$ cat config.mk
export PLATFORM = sky130hd
export DESIGN_NAME = dpot_responder_flat
export DESIGN_NICKNAME = d
export VERILOG_FILES = /design/src/rtl/dpot_responder_if.sv /design/src/rtl/dpot_responder.sv /design/src/flat_wrapper.sv
export SDC_FILE = /design/constraint.sdc
export NUM_CORES = 1
export LEC_CHECK = 0
export CAP_MARGIN = 10
export CORE_AREA = 5 5 71 60
export CTS_CLUSTER_DIAMETER = 30
export DETAILED_ROUTE_END_ITERATION = 10
export DIE_AREA = 0 0 76 65
export PLACE_DENSITY = 0.67
export SLEW_MARGIN = 10
export SYNTH_ARGS = -nofsm -noshare
export SYNTH_HDL_FRONTEND = slang
export SYNTH_SLANG_ARGS = --single-unit
$ cat constraint.sdc
create_clock -name SCLK -period 4.6 [get_ports SCLK]
set_input_delay 0.46 -clock SCLK [delete_from_list [all_inputs] [get_ports SCLK]]
set_output_delay 0.46 -clock SCLK [all_outputs]
set_load 0.02 [all_outputs]
$ cat src/rtl/dpot_responder_if.sv
// Signal bundle between an SPI initiator and the Pmod DPOT responder model.
// The initiator drives the serial link and error clear; the responder reports wiper state.
interface dpot_responder_if #(
    parameter int WIDTH = 8,
    parameter int CNT_W = 8
);
    logic             nCS;
    logic             MOSI;
    logic             err_clr;
    logic [WIDTH-1:0] wiper;
    logic             wiper_valid;
    logic             busy;
    logic [CNT_W-1:0] frame_cnt;
    logic             short_err;
    logic             long_err;

    modport master (
        output nCS, MOSI, err_clr,
        input  wiper, wiper_valid, busy, frame_cnt, short_err, long_err
    );

    modport slave (
        input  nCS, MOSI, err_clr,
        output wiper, wiper_valid, busy, frame_cnt, short_err, long_err
    );
endinterface

$ cat src/rtl/dpot_responder.sv
// SPI responder model of the Pmod DPOT: assembles MSB-first words on SCLK and
// commits each complete word to the wiper, flagging short and overlong frames.
module dpot_responder #(
    parameter int               WIDTH       = 8,
    parameter logic [WIDTH-1:0] RESET_VALUE = 8'h80,
    parameter int               CNT_W       = 8
) (
    input logic              SCLK,
    input logic              rst,
    dpot_responder_if.slave  bus
);
    localparam int CW = $clog2(WIDTH + 1);

    typedef enum logic [1:0] {SYNC, IDLE, SHIFT, HOLD} state_t;

    state_t           r_state;
    logic [WIDTH-1:0] r_shift;
    logic [WIDTH-1:0] r_wiper;
    logic [CW-1:0]    r_cnt;
    logic             r_valid;
    logic             r_busy;
    logic [CNT_W-1:0] r_frame_cnt;
    logic             r_short;
    logic             r_long;

    logic [WIDTH-1:0] w_word;
    logic             w_last;

    assign w_word = {r_shift[WIDTH-2:0], bus.MOSI};
    assign w_last = (r_cnt == CW'(WIDTH - 1));

    always_ff @(posedge SCLK or posedge rst) begin
        if (rst) begin
            r_state     <= SYNC;
            r_shift     <= '0;
            r_wiper     <= RESET_VALUE;
            r_cnt       <= '0;
            r_valid     <= 1'b0;
            r_busy      <= 1'b0;
            r_frame_cnt <= '0;
            r_short     <= 1'b0;
            r_long      <= 1'b0;
        end else begin
            r_valid <= 1'b0;
            if (bus.nCS) begin
                r_cnt <= '0;
            end
            // Clear first so that an error raised on this same edge overrides it
            if (bus.err_clr) begin
                r_short <= 1'b0;
                r_long  <= 1'b0;
            end
            case (r_state)
                SYNC: begin
                    r_busy <= 1'b0;
                    if (bus.nCS) begin
                        r_state <= IDLE;
                    end
                end
                IDLE: begin
                    if (!bus.nCS) begin
                        r_shift <= w_word;
                        r_cnt   <= CW'(1);
                        r_busy  <= 1'b1;
                        r_state <= SHIFT;
                    end
                end
                SHIFT: begin
                    if (!bus.nCS) begin
                        r_shift <= w_word;
                        r_cnt   <= r_cnt + CW'(1);
                        if (w_last) begin
                            r_wiper     <= w_word;
                            r_valid     <= 1'b1;
                            r_frame_cnt <= r_frame_cnt + CNT_W'(1);
                            r_state     <= HOLD;
                        end
                    end else begin
                        r_short <= 1'b1;
                        r_busy  <= 1'b0;
                        r_state <= IDLE;
                    end
                end
                HOLD: begin
                    // Extra bits after a complete word are dropped; the commit stands
                    if (bus.nCS) begin
                        r_busy  <= 1'b0;
                        r_state <= IDLE;
                    end else begin
                        r_long <= 1'b1;
                    end
                end
                default: begin
                    r_busy  <= 1'b0;
                    r_state <= SYNC;
                end
            endcase
        end
    end

    assign bus.wiper       = r_wiper;
    assign bus.wiper_valid = r_valid;
    assign bus.busy        = r_busy;
    assign bus.frame_cnt   = r_frame_cnt;
    assign bus.short_err   = r_short;
    assign bus.long_err    = r_long;
endmodule

$ cat src/flat_wrapper.sv
// flat-port wrapper written by rule: the top's interface ports become plain ports
module dpot_responder_flat 
#(
    parameter int               WIDTH       = 8,
    parameter logic [WIDTH-1:0] RESET_VALUE = 8'h80,
    parameter int               CNT_W       = 8
)
  (SCLK, rst, bus_nCS, bus_MOSI, bus_err_clr, bus_wiper, bus_wiper_valid, bus_busy, bus_frame_cnt, bus_short_err, bus_long_err);
  dpot_responder_if #(.WIDTH(WIDTH), .CNT_W(CNT_W)) bus_i ();
  input logic SCLK;
  input logic rst;
  input wire logic [$bits(bus_i.nCS)-1:0] bus_nCS;
  input wire logic [$bits(bus_i.MOSI)-1:0] bus_MOSI;
  input wire logic [$bits(bus_i.err_clr)-1:0] bus_err_clr;
  output wire logic [$bits(bus_i.wiper)-1:0] bus_wiper;
  output wire logic [$bits(bus_i.wiper_valid)-1:0] bus_wiper_valid;
  output wire logic [$bits(bus_i.busy)-1:0] bus_busy;
  output wire logic [$bits(bus_i.frame_cnt)-1:0] bus_frame_cnt;
  output wire logic [$bits(bus_i.short_err)-1:0] bus_short_err;
  output wire logic [$bits(bus_i.long_err)-1:0] bus_long_err;
  assign bus_i.nCS = bus_nCS;
  assign bus_i.MOSI = bus_MOSI;
  assign bus_i.err_clr = bus_err_clr;
  assign bus_wiper = bus_i.wiper;
  assign bus_wiper_valid = bus_i.wiper_valid;
  assign bus_busy = bus_i.busy;
  assign bus_frame_cnt = bus_i.frame_cnt;
  assign bus_short_err = bus_i.short_err;
  assign bus_long_err = bus_i.long_err;
  dpot_responder #(.WIDTH(WIDTH), .RESET_VALUE(RESET_VALUE), .CNT_W(CNT_W)) u_core (.SCLK(SCLK), .rst(rst), .bus(bus_i));
endmodule
==> results.md, run 1 <==
* Syn avg cell area at 12.8 um^2
* Core Util, Final at 0.530
* Slew Limit Headroom at 0.675
* H-tree levels at 2
* Core area at 3580 um^2
* # IOs at 25
* CTS tree: done
* Clock Sinks at 33
* Pwr dens at 467 nW/um^2
* CTS Buf Count at 5
* Largest stage delay, worst path at 0.65 ns
* Register Area at 827 um^2
* Share of cells above drive strength 1 at 0.203
* Reg2Reg Setup Slack at 2.75 ns
* Reg2Reg Launch Point: u_core.r_state[0]$_DFFE_PP0P_
* GR Overflow Total at 0
* Arrival time at the worst endpoint at 2.19 ns
* Antenna diodes at 0
* Multi-input logic area at 636 um^2
* Fin crit period at 2.02 ns
* Status: finished, final reports clean
* WHS at 0.500 ns
* R2r endpoint: u_core.bus.wiper[1]$_DFFE_PP0P_
* Largest net degree at the start of global routing at 34
* Setup bufs post-CTS at 0
* Worst-path clk slew at 0.06 ns
* Psw at 274 uW
* Worst setup path class: primary input to flop
* Biggest fanout along the worst timing path at 13
* Largest area contributor in the netlist: dfrtp_1
* Most frequent cells in the layout: 32 x dfrtp_1, 24 x clkdlybuf4s50_1, 8 x mux2_2, 8 x mux2_4, 8 x inv_1
* Total GRT Usage at 0.117
* Period utilization at 0.440
* Setup WS post-layout at 2.58 ns
* Worst hold path class: flop to flop
* Vias post-DR at 955
* HPWL Detailed at 1.84 mm
* Initial antenna violation count at 0
* Die area at 4940 um^2
* Logic pwr share at 0.303
* Pre-antenna DRT Iters at 4
* Min-Delay Endpoint: u_core.bus.frame_cnt[5]$_DFFE_PP0P_
* RSZ-0062 raised after global routing: false
* Post-CTS Resized at 0
* Hold buffer count at CTS at 0
* Placement Cell Area at 1800 um^2
* Final setup vio count at 0
* Tightest Pin Transition at 0.486 ns
* Hold Path Depth at 1
* Commonest non-fill, non-tap cell in the layout: dfrtp_1
* First-pass GRT wire length at 4.56 mm
* Post-Route WL at 2.58 mm
* Clock network fraction of total power at 0.265
* Post-synth top area share at 0.528
* Max clock buf depth at 2
* Seq pwr share at 0.432
* Detailed-route DRC error count at 0
* Worst setup EP type: flop
* Drt wl/cell at 13.4 um
* Hold path startpoint: u_core.bus.frame_cnt[5]$_DFFE_PP0P_
* Seq/Total Area, Yosys at 0.545
* Die width at 76 um
* R2R depth at 5
* Syn nets at 130
* Setup TNS at 0 ns
* Post-Syn Instances at 119
* CTS root buf: clkbuf_8
* Final Hold Viols at 0
* Post-Syn Area at 1520 um^2
* Vias/cell at 4.97
* Switch share at 0.309
* CP Data Required Time at 4.77 ns
* GPL Wtd Cong at 0.777
* YS warnings at 0
* Slew Viols, Final at 0
* Startpoint class of the critical path: primary input
* # nets final at 158
* DRT antenna net count at 0
* Worst-path cell chain: clkdlybuf4s50_1 -> nor3b_4 -> nand2_2 -> mux2_4
* I/O Buffers at 24
* Maxcap violations at 0
* Final Skew at 0.00350 ns
* FF+latch count, synth at 33
* Std cell rows at 20
* Fillers at 317
* Worst VDD drop at 187 uV
* Post-synth cell types at 33
* Vias in the first global route at 1013
* CP max-delay cell: clkdlybuf4s50_1
* Final Cell Area at 1900 um^2
* Max Freq at 494 MHz
* Pleak at 0.884 nW
* Int Pwr at 613 uW
* Die H at 65 um
* Worst skew pair latency at 0.28 ns
* Initial Util at 0.424
* Area growth syn-to-layout at 25.0%
* Setup Slack @ Placement at 2.27 ns
* Top cells by area, synth: dfrtp_1 53%, mux2_4 7.9%, mux2_2 5.9%
* First DRT Iteration DRCs at 24
## routing by layer
| layer | up-vias | part of all wire | routed length (um) | global-route usage |
|---|---|---|---|---|
| li1 | 467 | - | - | - |
| met1 | 460 | 0.48 | 1240 | 0.147 |
| met2 | 22 | 0.44 | 1150 | 0.176 |
| met3 | 6 | 0.057 | 146 | 0.0500 |
| met4 | 0 | 0.017 | 43 | 0.0467 |
| met5 | - | 0 | 0 | 0 |
## flip-flops by register name (all words and copies together), names as in the netlist
register,flops
u_core.r_state,2
u_core.bus.wiper_valid,1
u_core.bus.busy,1
u_core.r_cnt,4
u_core.r_shift,7
u_core.bus.short_err,1
u_core.bus.long_err,1
u_core.bus.frame_cnt,8
u_core.bus.wiper,8
## through the flow
step / power, mW / cells
6_report: 0.886 / 192
5_1_grt: 0.954 / 192
4_1_cts: 0.901 / 192
3_5_place_dp: 0.661 / 184
3_3_place_gp: 0.647 / 184
2_1_floorplan: 0.591 / 119
## critical path: cells and delay by family
| kind | cells | cell delay (ns) |
|---|---|---|
| AND/OR/NAND/NOR | 2 | 0.70 |
| buffers and inverters | 1 | 0.65 |
| multiplexers | 1 | 0.37 |
## synth_stat cells (all sizes together)
library cell and instances:
dfrtp 32, mux2 16, inv 8, xnor2 7
ha 6, nand2 5, nor2 5, nand4 4
a21oi 3, nand3 3, nor2b 3, o21ai 3
and2 2, and4 2, buf 2, clkbuf 2
mux2i 2, nand3b 2, o21bai 2, o22ai 2
a221oi 1, a22o 1, a22oi 1, and3b 1
dfstp 1, nand2b 1, nor3 1, nor3b 1
## cell families after synthesis
| group | after synthesis | share of synthesized area |
|---|---|---|
| simple gates | 30 | 0.123 |
| xor+xnor | 7 | 0.0404 |
| compound gates | 13 | 0.0544 |
| mux | 18 | 0.152 |
| flops | 33 | 0.545 |
| buf+inv | 12 | 0.0363 |
| fa+ha+maj | 6 | 0.0495 |
## power groups by stage
stage / combinational, mW / sequential (mW) / clock (mW)
after floorplan: 0.198 / 0.392 / 0
after global placement: 0.260 / 0.387 / 0
after detailed placement: 0.271 / 0.390 / 0
after CTS: 0.273 / 0.384 / 0.244
after global routing: 0.307 / 0.392 / 0.255
final: 0.268 / 0.383 / 0.235
## worst max path at each step
| stage | depth (start not counted) | slack (ns) | endpoint | startpoint |
|---|---|---|---|---|
| final | 4 | 2.58 | u_core.bus.wiper[1]$_DFFE_PP0P_ | bus_nCS |
| after global routing | 4 | 2.50 | u_core.bus.wiper[5]$_DFFE_PP0P_ | bus_nCS |
| after CTS | 4 | 2.58 | u_core.bus.wiper[5]$_DFFE_PP0P_ | bus_nCS |
| after detailed placement | 4 | 2.27 | u_core.bus.wiper[5]$_DFFE_PP0P_ | bus_nCS |
| after global placement | 4 | 2.33 | u_core.bus.wiper[5]$_DFFE_PP0P_ | bus_nCS |
| after floorplan | 7 | 2.99 | u_core.bus.frame_cnt[1]$_DFFE_PP0P_ | u_core.r_state[0]$_DFFE_PP0P_ |
## final cells by class
cell class | count | share of cell area
clock buffers | 7 | 0.0508
repair buffers | 25 | 0.131
well taps | 44 | 0.0290
clock inverters | 1 | 0.00264
multi-input cells | 74 | 0.335
flip-flops and latches | 33 | 0.436
inverters | 8 | 0.0158
Note: power is estimated with default switching activity, not from simulation.
==> inputs of run 2 (changes only) <==
--- a/config.mk
+++ b/config.mk
@@ -10,7 +10,7 @@
 export CTS_CLUSTER_DIAMETER = 30
 export DETAILED_ROUTE_END_ITERATION = 10
 export DIE_AREA = 0 0 76 65
-export PLACE_DENSITY = 0.67
+export PLACE_DENSITY = 0.7
 export SLEW_MARGIN = 10
 export SYNTH_ARGS = -nofsm -noshare
 export SYNTH_HDL_FRONTEND = slang
==> constraint.sdc (replaced) <==
create_clock -name SCLK -period 1.85 [get_ports SCLK]
set_input_delay 0.185 -clock SCLK [delete_from_list [all_inputs] [get_ports SCLK]]
set_output_delay 0.185 -clock SCLK [all_outputs]
set_load 0.02 [all_outputs]
==> run 2 against run 1 <==
  * Wire length is 13% higher
  * Combinational power grew to 2.7 times the previous value
  * Flip-flop and latch count stayed put
==> results.md, run 2 (synthesis gave the netlist of run 1 again) <==
* Worst-path cell chain: inv_1 -> ha_1 -> and2_1 -> nand2_2 -> mux2_2
* Pwr dens at 1160 nW/um^2 (+150%)
* Detailed-route DRC error count at 0 (unchanged)
* Vias/cell at 5.08 (+2.1%)
* Core area at 3580 um^2 (unchanged)
* Period utilization at 0.920
* Vias post-DR at 1006 (+5.3%)
* Biggest fanout along the worst timing path at 11 (-2)
* Largest stage delay, worst path at 0.39 ns (-0.26 ns)
* Pleak at 0.906 nW (+2.4%)
* First-pass GRT wire length at 4.93 mm (+8.2%)
* Worst path top cell family by delay: simple AND/OR/NAND/NOR gates
* Post-Route WL at 2.92 mm (+13%)
* Worst VDD drop at 696 uV (+270%)
* Setup bufs post-CTS at 0 (unchanged)
* Std cell rows at 20 (unchanged)
* Die width at 76 um (unchanged)
* Tightest Pin Transition at 0.634 ns (+0.148 ns)
* Fin crit period at 1.70 ns
* Setup Slack @ Placement at 0.0961 ns (-2.17 ns)
* Status: finished, final reports clean
* Worst skew pair latency at 0.28 ns (about the same)
* WP buf/inv at 1 (unchanged)
* Most frequent cells in the layout: 32 x dfrtp_1, 24 x clkdlybuf4s50_1, 8 x mux2_2, 8 x mux2_4, 8 x inv_1
* Worst setup path class: flop to flop
* CTS Buf Count at 5 (unchanged)
* Total GRT Usage at 0.128 (+0.0113)
* Initial Util at 0.424 (unchanged)
* Setup TNS at 0 ns (unchanged)
* RSZ-0062 raised after global routing: false
* Tot Pwr at 2.24 mW (+150%)
* Vias in the first global route at 1038 (+2.5%)
* Max clock buf depth at 2 (unchanged)
* Reg2Reg Setup Slack at 0.15 ns (-2.60 ns)
* Drt wl/cell at 14.7 um (+9.5%)
* # nets final at 164 (+3.8%)
* H-tree levels at 2 (unchanged)
* Critical path depth in cells at 5 (+1)
* Initial antenna violation count at 0 (unchanged)
* Share of cells above drive strength 1 at 0.221 (+0.0181)
* GR Overflow Total at 0 (unchanged)
* Antenna diodes at 0 (unchanged)
* Largest net degree at the start of global routing at 18 (-47%)
* Startpoint class of the critical path: flop
* Slew Viols, Final at 0 (unchanged)
* Die area at 4940 um^2 (unchanged)
* Non-filler cells, final at 198 (+3.1%)
* I/O Buffers at 24 (unchanged)
* Hold buffer count at CTS at 0 (unchanged)
* Slew Limit Headroom at 0.577 (-0.0980)
* CTS tree: done
* Final Skew at 0.00545 ns (+0.00194 ns)
* Worst hold path class: primary input to async pin
* Clock Sinks at 33 (unchanged)
* Commonest non-fill, non-tap cell in the layout: dfrtp_1
* Final Hold Viols at 0 (unchanged)
* Die H at 65 um (unchanged)
* GPL Wtd Cong at 0.789 (+1.5%)
* Pre-antenna DRT Iters at 4 (unchanged)
* Post-CTS Resized at 0 (unchanged)
* Reg2Reg Launch Point: u_core.r_state[0]$_DFFE_PP0P_
* HPWL Detailed at 2.08 mm (+13%)
* R2R depth at 5 (unchanged)
* Arrival time at the worst endpoint at 1.87 ns (-0.32 ns)
* Max Freq at 588 MHz
* Final setup vio count at 0 (unchanged)
* Maxcap violations at 0 (unchanged)
* Worst setup EP type: flop
* CTS root buf: clkbuf_8
* CP max-delay cell: dfrtp_1
* DRT antenna net count at 0 (unchanged)
* Area growth syn-to-layout at 27.2%
* # IOs at 25 (unchanged)
* Setup WS post-layout at 0.148 ns (-2.43 ns)
* R2r endpoint: u_core.bus.wiper[6]$_DFFE_PP0P_
* Placed instance count at 190 (+3.3%)
* Worst-path clk slew at 0.07 ns (about the same)
* CP Data Required Time at 2.02 ns (-2.75 ns)
* First DRT Iteration DRCs at 77 (+220%)
==> run 2: cell type report <==
class / count / area, um^2
Inverter: 8 / 30.0
Fill cell: 308 / 1650
Clock buffer: 8 / 90.1
Timing Repair Buffer: 31 / 293
Multi-Input combinational cell: 74 / 636
Sequential cell: 33 / 827
Tap cell: 44 / 55.1
==> run 2: where the power goes <==
group	leakage [nW]	internal [mW]	switching, mW
logic	0.426	0.370	0.355
clock network	0.0455	0.303	0.248
registers	0.434	0.861	0.100
==> run 2: how the worst max path moves through the flow <==
| stage | startpoint | endpoint |
|---|---|---|
| CTS | u_core.r_state[0]$_DFFE_PP0P_ | u_core.bus.wiper[6]$_DFFE_PP0P_ |
| floorplan | u_core.r_state[0]$_DFFE_PP0P_ | u_core.bus.frame_cnt[1]$_DFFE_PP0P_ |
| global route | u_core.r_state[0]$_DFFE_PP0P_ | u_core.bus.wiper[6]$_DFFE_PP0P_ |
| finish | u_core.r_state[0]$_DFFE_PP0P_ | u_core.bus.wiper[6]$_DFFE_PP0P_ |
| global placement | bus_nCS | u_core.bus.wiper[0]$_DFFE_PP0P_ |
| detailed placement | bus_nCS | u_core.bus.wiper[0]$_DFFE_PP0P_ |
==> run 2: stage by stage <==
step | instance area [um^2] | hold WS (ns) | util
finish | 1930 | 0.277 | 0.540
global route | 1930 | 0.328 | 0.540
CTS | 1930 | 0.288 | 0.540
detailed placement | 1840 | 0.478 | 0.514
global placement | 1840 | 0.462 | 0.514
floorplan | 1520 | 0.274 | -
==> run 2: metal layers <==
layer	track usage	vias to the layer above	wire length, um
met3	0.0569	5	151
met5	0	-	0
li1	-	479	-
met4	0.0467	0	39
met1	0.157	500	1380
met2	0.199	22	1350
==> inputs of run 3 (changes only) <==
--- a/config.mk
+++ b/config.mk
@@ -6,10 +6,10 @@
 export NUM_CORES = 1
 export LEC_CHECK = 0
 export CAP_MARGIN = 10
-export CORE_AREA = 5 5 71 60
+export CORE_AREA = 2 2 68 57
 export CTS_CLUSTER_DIAMETER = 30
 export DETAILED_ROUTE_END_ITERATION = 10
-export DIE_AREA = 0 0 76 65
+export DIE_AREA = 0 0 70 59
 export PLACE_DENSITY = 0.7
 export SLEW_MARGIN = 10
 export SYNTH_ARGS = -nofsm -noshare
==> run 3 against run 2 <==
  * Flip-flop and latch count stayed put
  * Critical path type unchanged
  * Core utilization is 3.8 points higher
  * Sequential power is 0.6% higher
  * Global-route usage is 3.8 points higher
  * Via count is 0.80% lower
  * Largest power group unchanged
  * Count of clock-buffer cells in the layout is 2 lower
  * Combinational power is 0.6% lower
  * Wire length is 3.3% lower
  * Cell area is 1.0% higher
  * Largest cell class unchanged
  * Die area is 16% lower
  * Total power is 7.0% higher
  * Clock skew is 0.0035 ns higher
==> results.md, run 3 (synthesis gave the netlist of run 1 again) <==
* Status: finished, final reports clean
* Initial Util at 0.450 (+0.0255)
* Antenna diodes at 0 (unchanged)
* R2R depth at 5 (unchanged)
* Setup Slack @ Placement at 0.146 ns (+0.0498 ns)
* Drt wl/cell at 14.5 um (-1.8%)
* Core area at 3380 um^2 (-5.7%)
* I/O Buffers at 24 (unchanged)
* Arrival time at the worst endpoint at 1.83 ns (-0.04 ns)
* Max Freq at 603 MHz (+2.7%)
* Die width at 70 um (-7.9%)
* Largest net degree at the start of global routing at 34 (+16)
* Area growth syn-to-layout at 28.5%
* CP Data Required Time at 2.03 ns (about the same)
* Worst hold path class: primary input to async pin
* Final setup vio count at 0 (unchanged)
* Pre-antenna DRT Iters at 4 (unchanged)
* Worst setup path class: flop to flop
* Tightest Pin Transition at 0.423 ns (-0.210 ns)
* Detailed-route DRC error count at 0 (unchanged)
* Most frequent cells in the layout: 32 x dfrtp_1, 24 x clkdlybuf4s50_1, 8 x mux2_2, 8 x mux2_4, 8 x inv_1
* Hold buffer count at CTS at 0 (unchanged)
* Post-Route WL at 2.82 mm (-3.3%)
* First DRT Iteration DRCs at 38 (-51%)
* Worst skew pair latency at 0.29 ns (about the same)
* First-pass GRT wire length at 5.13 mm (+3.9%)
* Fin crit period at 1.66 ns (-0.0451 ns)
* # IOs at 25 (unchanged)
* Vias post-DR at 998 (-0.80%)
* Final Skew at 0.00894 ns (+0.00349 ns)
* Clock Sinks at 33 (unchanged)
* CTS Buf Count at 5 (unchanged)
* Biggest fanout along the worst timing path at 11 (unchanged)
* Worst VDD drop at 806 uV (+16%)
* # nets final at 163 (-0.61%)
* GR Overflow Total at 0 (unchanged)
* Maxcap violations at 0 (unchanged)
* Worst setup EP type: flop
* RSZ-0062 raised after global routing: false
* Period utilization at 0.896 (-0.0244)
* Die H at 59 um (-9.2%)
* CTS root buf: clkbuf_8
* Startpoint class of the critical path: flop
* Reg2Reg Setup Slack at 0.19 ns (+0.05 ns)
* Commonest non-fill, non-tap cell in the layout: dfrtp_1
* Vias/cell at 5.12 (+0.73%)
* Worst-path clk slew at 0.07 ns (about the same)
* HPWL Detailed at 1.97 mm (-5.2%)
* GPL Wtd Cong at 0.736 (-6.8%)
* Total GRT Usage at 0.166 (+0.0381)
* Vias in the first global route at 1033 (-0.48%)
* DRT antenna net count at 0 (unchanged)
* Setup TNS at 0 ns (unchanged)
* H-tree levels at 2 (unchanged)
* Final Hold Viols at 0 (unchanged)
* Die area at 4130 um^2 (-16%)
* Pwr dens at 1230 nW/um^2 (+5.9%)
* Setup bufs post-CTS at 0 (unchanged)
* Std cell rows at 19 (-5.0%)
* Share of cells above drive strength 1 at 0.229 (+0.00798)
* Setup WS post-layout at 0.193 ns (+0.0451 ns)
* CTS tree: done
* Slew Viols, Final at 0 (unchanged)
* Initial antenna violation count at 0 (unchanged)
* Max clock buf depth at 2 (unchanged)
* Pleak at 0.913 nW (+0.82%)
* Slew Limit Headroom at 0.718 (+0.141)
* Post-CTS Resized at 0 (unchanged)
==> run 3: cell type report <==
cell class | count | area (um^2)
Sequential cell | 33 | 827
Tap cell | 42 | 52.6
Multi-Input combinational cell | 74 | 636
Clock buffer | 6 | 82.6
Clock inverter | 2 | 37.5
Fill cell | 281 | 1430
Inverter | 8 | 30.0
Timing Repair Buffer | 30 | 285
==> run 3: path summary, 6_finish.rpt <==
kind	start	to
min in group SCLK	u_core.bus.frame_cnt[7]$_DFFE_PP0P_	u_core.bus.frame_cnt[7]$_DFFE_PP0P_
max	u_core.r_state[0]$_DFFE_PP0P_	u_core.bus.wiper[6]$_DFFE_PP0P_
min	rst	u_core.r_shift[2]$_DFFE_PP0P_
max in group asynchronous	rst	u_core.bus.wiper[7]$_DFFE_PP1P_
min reg2reg	u_core.bus.frame_cnt[7]$_DFFE_PP0P_	u_core.bus.frame_cnt[7]$_DFFE_PP0P_
max reg2reg	u_core.r_state[0]$_DFFE_PP0P_	u_core.bus.wiper[6]$_DFFE_PP0P_
==> run 3: routing by layer <==
layer | GRT usage | wire [um] | vias to the layer above
met3 | 0.0629 | 147 | 6
met1 | 0.212 | 1280 | 494
li1 | - | - | 471
met4 | 0.0604 | 37 | 0
met2 | 0.263 | 1360 | 27
met5 | 0 | 0 | -
==> run 3: through the flow <==
step | utilization | cells | hold slack [ns] | power (mW) | instance area [um^2]
floorplan | - | 119 | 0.274 | 1.47 | 1520
global placement | 0.542 | 187 | 0.462 | 1.65 | 1830
detailed placement | 0.542 | 187 | 0.466 | 1.70 | 1830
CTS | 0.578 | 195 | 0.300 | 2.41 | 1950
global route | 0.578 | 195 | 0.346 | 2.56 | 1950
finish | 0.578 | 195 | 0.286 | 2.39 | 1950
==> run 3: where the power goes <==
part	switching [mW]	internal, mW	total, mW
combinational	0.363	0.358	0.722
clock	0.269	0.438	0.707
sequential	0.106	0.861	0.967
total	0.738	1.66	2.39
==> run 3: critical path, cell delays in order (launching register included) <==
cell     delay [ns]
dfrtp_1        0.40
inv_1          0.09
ha_1           0.22
and2_1         0.18
nand2_2        0.28
mux2_2         0.38
